## config.mk

```make
export PLATFORM = sky130hd
export DESIGN_NAME = rv_issue_arbiter
export DESIGN_NICKNAME = d
export VERILOG_FILES = /design/src/rtl/rv_issue_arbiter.sv
export SDC_FILE = /design/constraint.sdc
export NUM_CORES = 1
export LEC_CHECK = 0
export ABC_AREA = 1
export CORE_ASPECT_RATIO = 1.25
export CORE_MARGIN = 10
export CORE_UTILIZATION = 39
export CTS_BUF_LIST = sky130_fd_sc_hd__clkbuf_8
export DETAILED_ROUTE_END_ITERATION = 7
export GPL_ROUTABILITY_DRIVEN = 0
export GPL_TIMING_DRIVEN = 0
export PLACE_DENSITY_LB_ADDON = 0.2
export SLEW_MARGIN = 10
export SYNTH_ARGS = -nofsm -noshare
export SYNTH_HDL_FRONTEND = slang
export SYNTH_SLANG_ARGS = --single-unit
```

## constraint.sdc

```tcl
create_clock -name clock -period 2.7 [get_ports clock]
set_input_delay 0.54 -clock clock [delete_from_list [all_inputs] [get_ports clock]]
set_output_delay 0.54 -clock clock [all_outputs]
set_load 0.005 [all_outputs]
```

## src/rtl/rv_issue_arbiter.sv

```systemverilog
// rv_issue_arbiter: round-robin issue scheduler for the shared rv32i instruction bus.
//
// Purpose:
//   NUM_REQ instruction sources compete for one 32-bit bus. One instruction is issued at a
//   time with a valid/ack handshake. A credit counter limits how many acked instructions
//   may be awaiting retirement at once.
//
// Ports:
//   clock        in   1                     single clock, posedge
//   reset_n      in   1                     synchronous active-low reset
//   req_valid    in   NUM_REQ               requester i has an instruction
//   req_instr    in   NUM_REQ*32            instruction of requester i at [32*i +: 32]
//   req_ready    out  NUM_REQ               one-cycle pulse: requester i's instruction taken
//   rv32i        out  32                    instruction on the bus
//   rv_valid     out  1                     rv32i valid, held until rv_ack
//   rv_ack       in   1                     consumer accepted rv32i this cycle
//   op_retire    in   1                     one outstanding instruction retired
//   grant_id     out  clog2(NUM_REQ)        source of the current/last rv32i
//   outstanding  out  clog2(MAX_OUTSTANDING+1)  acked-not-retired count
//   retire_err   out  1                     sticky: retire seen with nothing outstanding
//
// Configuration:
//   RV_ISSUE_NOP_FILL_EN - when defined, an idle bus with credit available issues NOP
//   (0x00000013) as a normal handshaked instruction tagged grant_id = NUM_REQ-1.

module rv_issue_arbiter #(
    parameter int unsigned NUM_REQ         = 4,
    parameter int unsigned MAX_OUTSTANDING = 4
) (
    input  logic                                 clock,
    input  logic                                 reset_n,
    input  logic [NUM_REQ-1:0]                   req_valid,
    input  logic [NUM_REQ*32-1:0]                req_instr,
    output logic [NUM_REQ-1:0]                   req_ready,
    output logic [31:0]                          rv32i,
    output logic                                 rv_valid,
    input  logic                                 rv_ack,
    input  logic                                 op_retire,
    output logic [$clog2(NUM_REQ)-1:0]           grant_id,
    output logic [$clog2(MAX_OUTSTANDING+1)-1:0] outstanding,
    output logic                                 retire_err
);

    localparam int unsigned GW  = $clog2(NUM_REQ);
    localparam int unsigned OW  = $clog2(MAX_OUTSTANDING + 1);
    localparam logic [31:0] NOP = 32'h0000_0013;

    typedef enum logic [1:0] {
        IDLE  = 2'd0,
        ISSUE = 2'd1,
        STALL = 2'd2
    } state_t;

    state_t            state;
    state_t            state_d;
    logic [GW-1:0]     rr_ptr;
    logic [GW-1:0]     pick;
    logic [GW-1:0]     ptr_next;
    logic              found;
    logic              any_req;
    logic              ack_fire;
    logic              retire_ok;
    logic              credit_ok;
    logic              load;
    logic              load_nop;
    logic [31:0]       sel_instr;
    logic [NUM_REQ-1:0] ready_d;
    logic [OW-1:0]     outstanding_d;

    assign any_req   = |req_valid;
    assign ack_fire  = rv_ack & rv_valid;
    assign retire_ok = op_retire & (outstanding != '0);
    // Credit check counts an ack landing in the same cycle as the new load.
    assign credit_ok = (32'(outstanding) + 32'(ack_fire)) < MAX_OUTSTANDING;

    // Round-robin pick: first active requester at or above rr_ptr, wrapping.
    always_comb begin
        found = 1'b0;
        pick  = '0;
        for (int unsigned k = 0; k < NUM_REQ; k++) begin
            if (!found && req_valid[GW'((32'(rr_ptr) + k) % NUM_REQ)]) begin
                found = 1'b1;
                pick  = GW'((32'(rr_ptr) + k) % NUM_REQ);
            end
        end
    end

    assign ptr_next = GW'((32'(pick) + 32'd1) % NUM_REQ);

    // Instruction mux and one-hot ready for the picked source.
    always_comb begin
        sel_instr = '0;
        ready_d   = '0;
        for (int unsigned i = 0; i < NUM_REQ; i++) begin
            if (GW'(i) == pick) begin
                sel_instr  = req_instr[32*i +: 32];
                ready_d[i] = load;
            end
        end
    end

    // Outstanding count: ack and retire together cancel.
    always_comb begin
        outstanding_d = outstanding;
        if (ack_fire && !retire_ok) begin
            outstanding_d = outstanding + OW'(1);
        end else if (!ack_fire && retire_ok) begin
            outstanding_d = outstanding - OW'(1);
        end
    end

    // Next-state and load decisions.
    always_comb begin
        state_d  = state;
        load     = 1'b0;
        load_nop = 1'b0;
        case (state)
            IDLE: begin
                if (any_req) begin
                    if (credit_ok) begin
                        load    = 1'b1;
                        state_d = ISSUE;
                    end else begin
                        state_d = STALL;
                    end
                end
`ifdef RV_ISSUE_NOP_FILL_EN
                else if (credit_ok) begin
                    load_nop = 1'b1;
                    state_d  = ISSUE;
                end
`endif
            end
            ISSUE: begin
                if (rv_ack) begin
                    if (any_req && credit_ok) begin
                        load = 1'b1;
                    end else if (any_req) begin
                        state_d = STALL;
                    end else begin
                        state_d = IDLE;
                    end
                end
            end
            STALL: begin
                if (!any_req) begin
                    state_d = IDLE;
                end else if (credit_ok) begin
                    load    = 1'b1;
                    state_d = ISSUE;
                end
            end
            default: state_d = IDLE;
        endcase
    end

    // State register.
    always_ff @(posedge clock) begin
        if (!reset_n) begin
            state <= IDLE;
        end else begin
            state <= state_d;
        end
    end

    // Bus, grant, credit and error registers.
    always_ff @(posedge clock) begin
        if (!reset_n) begin
            rv32i       <= '0;
            rv_valid    <= 1'b0;
            req_ready   <= '0;
            grant_id    <= '0;
            rr_ptr      <= '0;
            outstanding <= '0;
            retire_err  <= 1'b0;
        end else begin
            rv_valid    <= (state_d == ISSUE);
            req_ready   <= ready_d;
            outstanding <= outstanding_d;
            if (op_retire && (outstanding == '0)) begin
                retire_err <= 1'b1;
            end
            if (load) begin
                rv32i    <= sel_instr;
                grant_id <= pick;
                rr_ptr   <= ptr_next;
            end else if (load_nop) begin
                rv32i    <= NOP;
                grant_id <= GW'(NUM_REQ - 1);
            end
        end
    end

endmodule

```

==> reports/metrics.yaml, run 1 <==
status: "finished clean"
fillers: 586
syn2layout_area_growth_pct: 78.4
drc: 0
fin_crit_sh: 0.952
clk_latency_ns: 0.31
initial_core_util: 0.406
worst_ep_required_time_ns: 2.92
drtPass1Iterations: 5
cts_tree: "yes"
hpwl_um: 10500
finClkSkew_ns: 0.00915
cp.arrival_ns: 2.80
syn-num-nets: 561
die_area_mm2: 0.0117
async_reset_ff_frac: 0
layout_commonest_cell: "clkdlybuf4s50_1"
synth_edf_count: 0
vias: 3917
drv_cap: 0
die_w_um: 98.7
drive_gt1_frac: 0.170
wl_per_cell_um: 19.5
synthFlopType: "dfxtp_1"
ys_seq_elements: 47
clk_pin_slew_ns: 0.10
antenna_found_initial: 0
syn_area_per_cell_um2: 7.21
setup_viol: 0
cts_buffers: 5
diodes: 0
leakagePower_nw: 2.19
crit_buf_inv: 5
cp-end-kind: "register"
power_w: 0.00793
path_cells: "clkdlybuf4s50_1, inv_2, o21ai_2, nand2_2, nand2_4, nor2_8, nand2_1, nand3_1, nand2_2, inv_2, ha_2, buf_4, buf_6, a211o_1, a21oi_1"
fin_ws_ns: 0.129
numPortBuffers: 178
dr.first_iter.drc_count: 215
viasPerCell: 5.56
overflow: 0
hold_viol_final: 0
crit_type: "input pin to register"
grt_first_pass_wirelength_um: 20200
drtAntennaViolNets: 0
crit_family: "buffers and inverters"
maxSlewViolCount: 0
cts-root-buf: "clkbuf_8"
cpMaxStageDelayCell: "clkdlybuf4s50_1"
final_nets: 753
grt_max_degree: 15
ir_drop_v: 0.00104
path_max_fanout: 10
clock.fmax_ghz: 0.389
worstSetupStartpointType: "input pin"
syn-instance-count: 419
die_h_um: 118
cts_hold_buffers: 0
yosysSeqAreaShare: 0.311
cts_sinks: 47
htree_num_levels: 2
core_mm2: 0.00744
final_cell_mix: "clkdlybuf4s50_1, a21oi_1, dfxtp_1, o21ai_0, nor2_1"
place_ws_ns: -0.519
gr-usage-all-layers: 0.208
synth_cell_type_count: 29
min_path_type: "register to register"
place_area_mm2: 0.00492
cpPeakStageDelay_ns: 0.47
finish.utilization: 0.724
rows: 35
instances_no_fill: 704
wl_um: 13800
final_area_mm2: 0.00539
syn_area_mm2: 0.00302
cts_max_path_buffers: 2
slew-limit-headroom: 0.704
dp.cells: 689
synth_warnings: 0
tightest_slew_ns: 0.444
ios: 179
power.density_mw_per_mm2: 1470
final.min_clock_period_ns: 2.57
grt_pass1_vias: 3663
## cells by family (layout without fill, tap and decap cells)
family	count (synthesis)	in the layout	synth area share
compound gates	178	178	0.355
fa+ha+maj	6	6	0.0273
buf+inv	58	251	0.0977
flops	47	47	0.311
xor+xnor	1	1	0.00290
simple gates	129	129	0.206
## power by group
| group | switching, W | total [W] | internal, W | leakage [nW] |
|---|---|---|---|---|
| registers | 0.000147 | 0.00112 | 0.000970 | 0.390 |
| logic | 0.00316 | 0.00626 | 0.00310 | 1.74 |
| clock network | 0.000255 | 0.000555 | 0.000300 | 0.0612 |
## path summary, 6_finish.rpt
path / from / to / slack, ns / cells past startpoint
max reg2reg: rr_ptr[1]$_SDFFE_PN0P_ / rv32i[17]$_SDFFE_PN0P_ / 0.35 / 15
max: req_valid[3] / rv32i[17]$_SDFFE_PN0P_ / 0.13 / 15
min reg2reg: retire_err$_SDFFE_PN0P_ / retire_err$_SDFFE_PN0P_ / 0.46 / 2
min: retire_err$_SDFFE_PN0P_ / retire_err$_SDFFE_PN0P_ / 0.46 / 2
## flip-flops by register name, summed over array words and instances, names as in the netlist
name	cells
state	2
retire_err	1
req_ready	4
rv32i	32
rr_ptr	2
grant_id	2
rv_valid	1
outstanding	3
## synthesized netlist by cell type, types with 2 or more instances
library cell / n / area (um^2)
nand2_1: 30 / 113
nand2_2: 11 / 68.8
ha_1: 5 / 62.6
buf_2: 16 / 80.1
nand4_1: 2 / 12.5
o21ai_1: 2 / 10.0
a21oi_1: 92 / 460
nor2_2: 2 / 12.5
inv_2: 5 / 18.8
nand3_2: 2 / 20.0
nand3_1: 36 / 180
a211o_1: 32 / 280
inv_1: 14 / 52.6
buf_6: 7 / 78.8
nor2_1: 38 / 143
o21ai_0: 39 / 195
dfxtp_1: 47 / 941
clkbuf_1: 15 / 56.3
nor3_1: 2 / 10.0
a21oi_2: 12 / 105
and3_1: 2 / 12.5
## layer usage
layer  track usage  wire [um]  part of all wire  vias to the layer above
li1              -          -                 -                     1862
met1         0.240       5370              0.39                     1860
met2         0.366       7100              0.52                      166
met3        0.0385        839             0.061                       29
met4        0.0844        451             0.033                        0
met5             0          0                 0                        -
## metrics by stage
step,TNS (ns),hold slack (ns)
floorplan,0,0.447
global placement,-12.85,0.445
detailed placement,-15.08,0.451
CTS,-0.0559,0.467
global route,-0.0517,0.499
finish,0,0.459
## repair_timing
action / in CTS / in global routing
gates resized for setup: 19 / 84
cloned: 0 / 2
pin swaps: 0 / 9
setup buffers: 0 / 7
endpoints found under the setup margin: 30 / 33
## cell type report
class / instances / area [um^2] / share of cell area
plain buffers: 36 / 364 / 0.0675
inverters: 20 / 97.6 / 0.0181
flip-flops and latches: 47 / 941 / 0.175
clock inverters: 2 / 35.0 / 0.00650
clock buffers: 6 / 82.6 / 0.0153
well taps: 92 / 115 / 0.0214
repair buffers: 187 / 1880 / 0.350
multi-input cells: 314 / 1870 / 0.347
## worst register-to-register path, cell delays in order (launching register included)
cell     delay, ns
dfxtp_1       0.46
inv_2         0.11
nand2_2       0.07
nand2_2       0.07
nand2_2       0.09
buf_4         0.11
nand2_1       0.05
nand2_1       0.06
nand3_1       0.09
nand2_2       0.14
inv_2         0.07
ha_2          0.18
buf_4         0.18
buf_6         0.15
a211o_1       0.26
a21oi_1       0.19
Power figures use the tool's default switching activity.
==> run 2: changes to the inputs <==
--- a/config.mk
+++ b/config.mk
@@ -12,7 +12,7 @@
 export CTS_BUF_LIST = sky130_fd_sc_hd__clkbuf_8
 export DETAILED_ROUTE_END_ITERATION = 7
 export GPL_ROUTABILITY_DRIVEN = 0
-export GPL_TIMING_DRIVEN = 0
+export GPL_TIMING_DRIVEN = 1
 export PLACE_DENSITY_LB_ADDON = 0.2
 export SLEW_MARGIN = 10
 export SYNTH_ARGS = -nofsm -noshare
==> reports/metrics.yaml, run 2 (synthesis results as in run 1) <==
clock.fmax_ghz: 0.390  # was 0.389 GHz
rows: 35  # unchanged
drtAntennaViolNets: 0  # unchanged
cts-root-buf: "clkbuf_8"  # unchanged
grt_first_pass_wirelength_um: 19800  # was 20,200 um
ios: 179  # unchanged
min_path_type: "register to register"  # unchanged
instances_no_fill: 687  # was 704
worst_ep_required_time_ns: 2.94  # was 2.92 ns
drv_cap: 0  # unchanged
largestRegisters: "rv32i: 32 flops, req_ready: 4 flops, outstanding: 3 flops"  # unchanged
cts_buffers: 5  # unchanged
crit_buf_inv: 4  # was 5
hpwl_um: 9540  # was 10,500 um
grt_setup_unrepaired: "yes"
diodes: 0  # unchanged
cts_max_path_buffers: 2  # unchanged
slew-limit-headroom: 0.443  # was 0.704
wl_um: 12900  # was 13,800 um
largest_register_ffs: 32  # unchanged
die_area_mm2: 0.0117  # unchanged
setup_viol: 0  # unchanged
final.min_clock_period_ns: 2.56  # was 2.57 ns
htree_num_levels: 2  # unchanged
cp.arrival_ns: 2.80  # about the same
status: "finished clean"  # unchanged
ir_drop_v: 0.000897  # was 0.00104 V
drtPass1Iterations: 4  # was 5
crit_type: "input pin to register"  # unchanged
worstSetupStartpointType: "input pin"  # unchanged
fin_ws_ns: 0.138  # was 0.129 ns
power.density_mw_per_mm2: 1390  # was 1470 mW/mm^2
tightest_slew_ns: 0.835  # was 0.444 ns
overflow: 0  # unchanged
hold_viol_final: 0  # unchanged
antenna_found_initial: 0  # unchanged
final_nets: 736  # was 753
die_h_um: 118  # unchanged
drive_gt1_frac: 0.136  # was 0.170
cts_hold_buffers: 0  # unchanged
maxSlewViolCount: 0  # unchanged
regArea_um2: 942  # was 941 um^2
final_cell_mix: "clkdlybuf4s50_1, a21oi_1, dfxtp_1, o21ai_0, nor2_1"  # unchanged
power_w: 0.00713  # was 0.00793 W
leakagePower_nw: 2.10  # was 2.19 nW
gr-usage-all-layers: 0.204  # was 0.208
dr.first_iter.drc_count: 249  # was 215
cpPeakStageDelay_ns: 0.44  # was 0.47 ns
cp-end-kind: "register"  # unchanged
fin_crit_sh: 0.949  # was 0.952
cts_sinks: 47  # unchanged
numPortBuffers: 178  # unchanged
regMostFlops: "rv32i"  # unchanged
place_ws_ns: -0.225  # was -0.519 ns
cpMaxStageDelayCell: "clkdlybuf4s50_1"  # unchanged
core_mm2: 0.00744  # unchanged
path_max_fanout: 12  # was 10
clk_latency_ns: 0.30  # was 0.31 ns
fillers: 631  # was 586
r2r_setup_slack_ns: 0.32  # was 0.35 ns
drc: 0  # unchanged
layout_commonest_cell: "clkdlybuf4s50_1"  # unchanged
vias: 3723  # was 3,917
grt_pass1_vias: 3615  # was 3,663
path_cells: "clkdlybuf4s50_1, inv_1, nand2_1, nand2_1, nor2_1, nor2_2, nand3_1, nand3_1, nand2_2, ha_2, inv_2, buf_12, nand3_1, a211o_1, a21oi_1"  # was clkdlybuf4s50_1, inv_2, o21ai_2, nand2_2, nand2_4, nor2_8, nand2_1, nand3_1, nand2_2, inv_2, ha_2, buf_4, buf_6, a211o_1, a21oi_1
viasPerCell: 5.42  # was 5.56
finClkSkew_ns: 0.0108  # was 0.00915 ns
crit_top_cell: "nand3_1"
cts_tree: "yes"  # unchanged
grt_max_degree: 43  # was 15
wl_per_cell_um: 18.7  # was 19.5 um
die_w_um: 98.7  # unchanged
syn2layout_area_growth_pct: 69.8  # was 78.4%
initial_core_util: 0.406  # unchanged
crit_family: "buffers and inverters"  # unchanged
clk_pin_slew_ns: 0.09  # was 0.10 ns
dp.cells: 677  # was 689
multi_input_comb_area_mm2: 0.00181  # was 0.00187 mm^2
[run 2: cell types whose count changed in the layout (fill, tap and decap cells not counted), moves of 4 or more]
| cell | before | now |
|---|---|---|
| buf_4 | 8 | 19 |
| buf_6 | 13 | 3 |
| buf_8 | 8 | 0 |
| a21oi_1 | 85 | 90 |
| a21oi_2 | 19 | 14 |
| buf_12 | 1 | 5 |
| clkbuf_1 | 4 | 0 |
| clkbuf_4 | 4 | 0 |
[run 2: worst paths after layout]
check	from	to	depth (start not counted)
max reg2reg	rr_ptr[0]$_SDFFE_PN0P_	rv32i[20]$_SDFFE_PN0P_	15
max	req_valid[1]	rv32i[20]$_SDFFE_PN0P_	15
min	retire_err$_SDFFE_PN0P_	retire_err$_SDFFE_PN0P_	2
min reg2reg	retire_err$_SDFFE_PN0P_	retire_err$_SDFFE_PN0P_	2
[run 2: tightest hold or removal path, stage by stage, from the launching register on]
cell,delay [ns]
dfxtp_1,0.32
inv_1,0.05
a21oi_1,0.05
[run 2: power breakdown]
part	internal [W]	switching (W)	leakage [nW]
Combinational	0.00271	0.00281	1.65
Clock	0.000230	0.000239	0.0557
Sequential	0.000971	0.000169	0.390
[run 2: timing repair]
item	4_1_cts	5_1_grt
setup buffers	0	1
resized for setup	0	12
setup endpoints to repair	0	32
[run 2: routing by layer]
layer	vias up	part of all wire	track usage
li1	1825	-	-
met4	0	0.027	0.0673
met1	1723	0.39	0.245
met5	-	0	0
met2	154	0.50	0.347
met3	21	0.078	0.0472
[run 2: final cells by class]
class / instances / area share
Timing Repair Buffer: 206 / 0.406
Multi-Input combinational cell: 314 / 0.353
Sequential cell: 47 / 0.184
Tap cell: 92 / 0.0224
Clock buffer: 7 / 0.0188
Inverter: 20 / 0.0156
Clock inverter: 1 / 0.000732
[run 2: through the flow]
| stage | utilization | setup TNS, ns | hold slack [ns] | area (um^2) |
|---|---|---|---|---|
| after floorplan | - | 0 | 0.447 | 3020 |
| after global placement | 0.667 | -3.93 | 0.442 | 4960 |
| after detailed placement | 0.667 | -5.80 | 0.441 | 4960 |
| after CTS | 0.680 | 0 | 0.462 | 5060 |
| after global routing | 0.689 | -0.000544 | 0.482 | 5130 |
| final | 0.689 | 0 | 0.461 | 5130 |
==> run 3: changes to the inputs <==
--- a/config.mk
+++ b/config.mk
@@ -6,9 +6,12 @@
 export NUM_CORES = 1
 export LEC_CHECK = 0
 export ABC_AREA = 1
+export ABC_CLOCK_PERIOD_IN_PS = 2700
+export CELL_PAD_IN_SITES_DETAIL_PLACEMENT = 1
+export CELL_PAD_IN_SITES_GLOBAL_PLACEMENT = 2
 export CORE_ASPECT_RATIO = 1.25
 export CORE_MARGIN = 10
-export CORE_UTILIZATION = 39
+export CORE_UTILIZATION = 19
 export CTS_BUF_LIST = sky130_fd_sc_hd__clkbuf_8
 export DETAILED_ROUTE_END_ITERATION = 7
 export GPL_ROUTABILITY_DRIVEN = 0
==> reports/metrics.yaml, run 3 (synthesis results as in run 1) <==
status: "finished clean"  # unchanged
wl_um: 15900  # was 12,900 um
die_h_um: 161  # was 118 um
overflow: 0  # unchanged
cp.arrival_ns: 2.76  # was 2.80 ns
met1Wirelength_um: 6820  # was 5070 um
diodes: 0  # unchanged
final_nets: 740  # was 736
cts_max_path_buffers: 2  # unchanged
cts-root-buf: "clkbuf_8"  # unchanged
drc: 0  # unchanged
drtPass1Iterations: 4  # unchanged
largest_register_ffs: 32  # unchanged
cts_buffers: 5  # unchanged
drv_cap: 0  # unchanged
instances_no_fill: 811  # was 687
rows: 51  # was 35
initial_core_util: 0.194  # was 0.406
clk_latency_ns: 0.31  # was 0.30 ns
numPortBuffers: 178  # unchanged
grt_max_degree: 35  # was 43
clock.fmax_ghz: 0.396  # was 0.390 GHz
die_area_mm2: 0.0214  # was 0.0117 mm^2
min_path_type: "register to register"  # unchanged
finClkSkew_ns: 0.00477  # was 0.0108 ns
regMostFlops: "rv32i"  # unchanged
syn2layout_area_growth_pct: 78.5  # was 69.8%
ios: 179  # unchanged
clk_pin_slew_ns: 0.09  # about the same
dp.cells: 800  # was 677
worst_ep_required_time_ns: 2.94  # about the same
fin_crit_sh: 0.934  # was 0.949
drtAntennaViolNets: 0  # unchanged
path_max_fanout: 11  # was 12
cts_sinks: 47  # unchanged
htree_num_levels: 2  # unchanged
hold_viol_final: 0  # unchanged
cts_tree: "yes"  # unchanged
vias: 3734  # was 3,723
grt_first_pass_wirelength_um: 23900  # was 19,800 um
hpwl_um: 12100  # was 9540 um
tightest_slew_ns: 0.485  # was 0.835 ns
viasPerCell: 4.60  # was 5.42
place_area_mm2: 0.00518  # was 0.00496 mm^2
slew-limit-headroom: 0.676  # was 0.443
grt_pass1_vias: 3903  # was 3,615
worstSetupStartpointType: "input pin"  # unchanged
top_layer: "met4"  # unchanged
final_area_mm2: 0.00539  # was 0.00513 mm^2
fin_hold_ws_ns: 0.465  # was 0.461 ns
final.min_clock_period_ns: 2.52  # was 2.56 ns
core_mm2: 0.0156  # was 0.00744 mm^2
routed-wl-met2_um: 8200  # was 6440 um
grt_setup_unrepaired: "no"  # was yes
cts_hold_buffers: 0  # unchanged
gr-usage-all-layers: 0.140  # was 0.204
crit_type: "input pin to register"  # unchanged
leakagePower_nw: 2.13  # was 2.10 nW
setup_viol: 0  # unchanged
die_w_um: 133  # was 98.7 um
wl_met3_um: 591  # was 1010 um
wl_per_cell_um: 19.6  # was 18.7 um
layout_commonest_cell: "clkdlybuf4s50_1"  # unchanged
maxSlewViolCount: 0  # unchanged
power.density_mw_per_mm2: 1420  # was 1390 mW/mm^2
drive_gt1_frac: 0.149  # was 0.136
finish.utilization: 0.346  # was 0.689
power_w: 0.00764  # was 0.00713 W
ir_drop_v: 0.000487  # was 0.000897 V
cts_setup_buffers: 0  # unchanged
largestRegisters: "rv32i: 32 flops, req_ready: 4 flops, outstanding: 3 flops"  # unchanged
final_cell_mix: "clkdlybuf4s50_1, a21oi_1, dfxtp_1, o21ai_0, nor2_1"  # unchanged
cts-resized-gates: 0  # unchanged
antenna_found_initial: 0  # unchanged
cp-end-kind: "register"  # unchanged
dr.first_iter.drc_count: 147  # was 249
-- run 3: changes by cell type in the layout (fill, tap and decap cells not counted), sizes merged --
cell      delta
clkinvlp     +1
buf          +2
clkinv       +1
-- run 3: where the power goes --
part           internal, W  total, W  leakage (nW)  switching, W
Sequential        0.000972   0.00114         0.390      0.000173
Combinational      0.00292   0.00606          1.70       0.00314
Clock             0.000178  0.000436        0.0453      0.000258
-- run 3: stage by stage --
stage,TNS [ns],setup slack [ns]
floorplan,0,0.366
global placement,-5.54,-0.200
detailed placement,-6.42,-0.238
CTS,0,0.0919
global route,0,0.00319
finish,0,0.177
-- run 3: layout make-up --
class / count / area (um^2)
clock buffers: 5 / 68.8
clock inverters: 3 / 16.3
fillers: 1904 / 10200
inverters: 20 / 82.6
multi-input cells: 314 / 1830
flip-flops and latches: 47 / 942
well taps: 212 / 265
repair buffers: 210 / 2190
-- run 3: path summary, 6_finish.rpt --
| check | to | start | depth (start not counted) | slack [ns] |
|---|---|---|---|---|
| worst max-delay path | rv32i[28]$_SDFFE_PN0P_ | req_valid[3] | 15 | 0.18 |
| worst max register to register | rv32i[28]$_SDFFE_PN0P_ | rr_ptr[0]$_SDFFE_PN0P_ | 15 | 0.35 |
| worst min-delay path | retire_err$_SDFFE_PN0P_ | retire_err$_SDFFE_PN0P_ | 2 | 0.46 |
| worst min register to register | retire_err$_SDFFE_PN0P_ | retire_err$_SDFFE_PN0P_ | 2 | 0.46 |
-- run 3: routing by layer --
metal | GRT usage | up-vias
met1 | 0.169 | 1783
li1 | - | 1835
met5 | 0 | -
met2 | 0.248 | 105
met4 | 0.0361 | 0
met3 | 0.0264 | 11
-- run 3: critical path, cell delays in order --
cell             delay [ns]
clkdlybuf4s50_1        0.39
inv_1                  0.10
nand2_1                0.09
nand2_1                0.10
nor2_2                 0.05
nor2_2                 0.19
nand3_1                0.10
nand3_1                0.09
nand2_2                0.10
ha_2                   0.22
inv_4                  0.10
buf_12                 0.15
nand3_1                0.07
a211o_1                0.31
a21oi_1                0.16
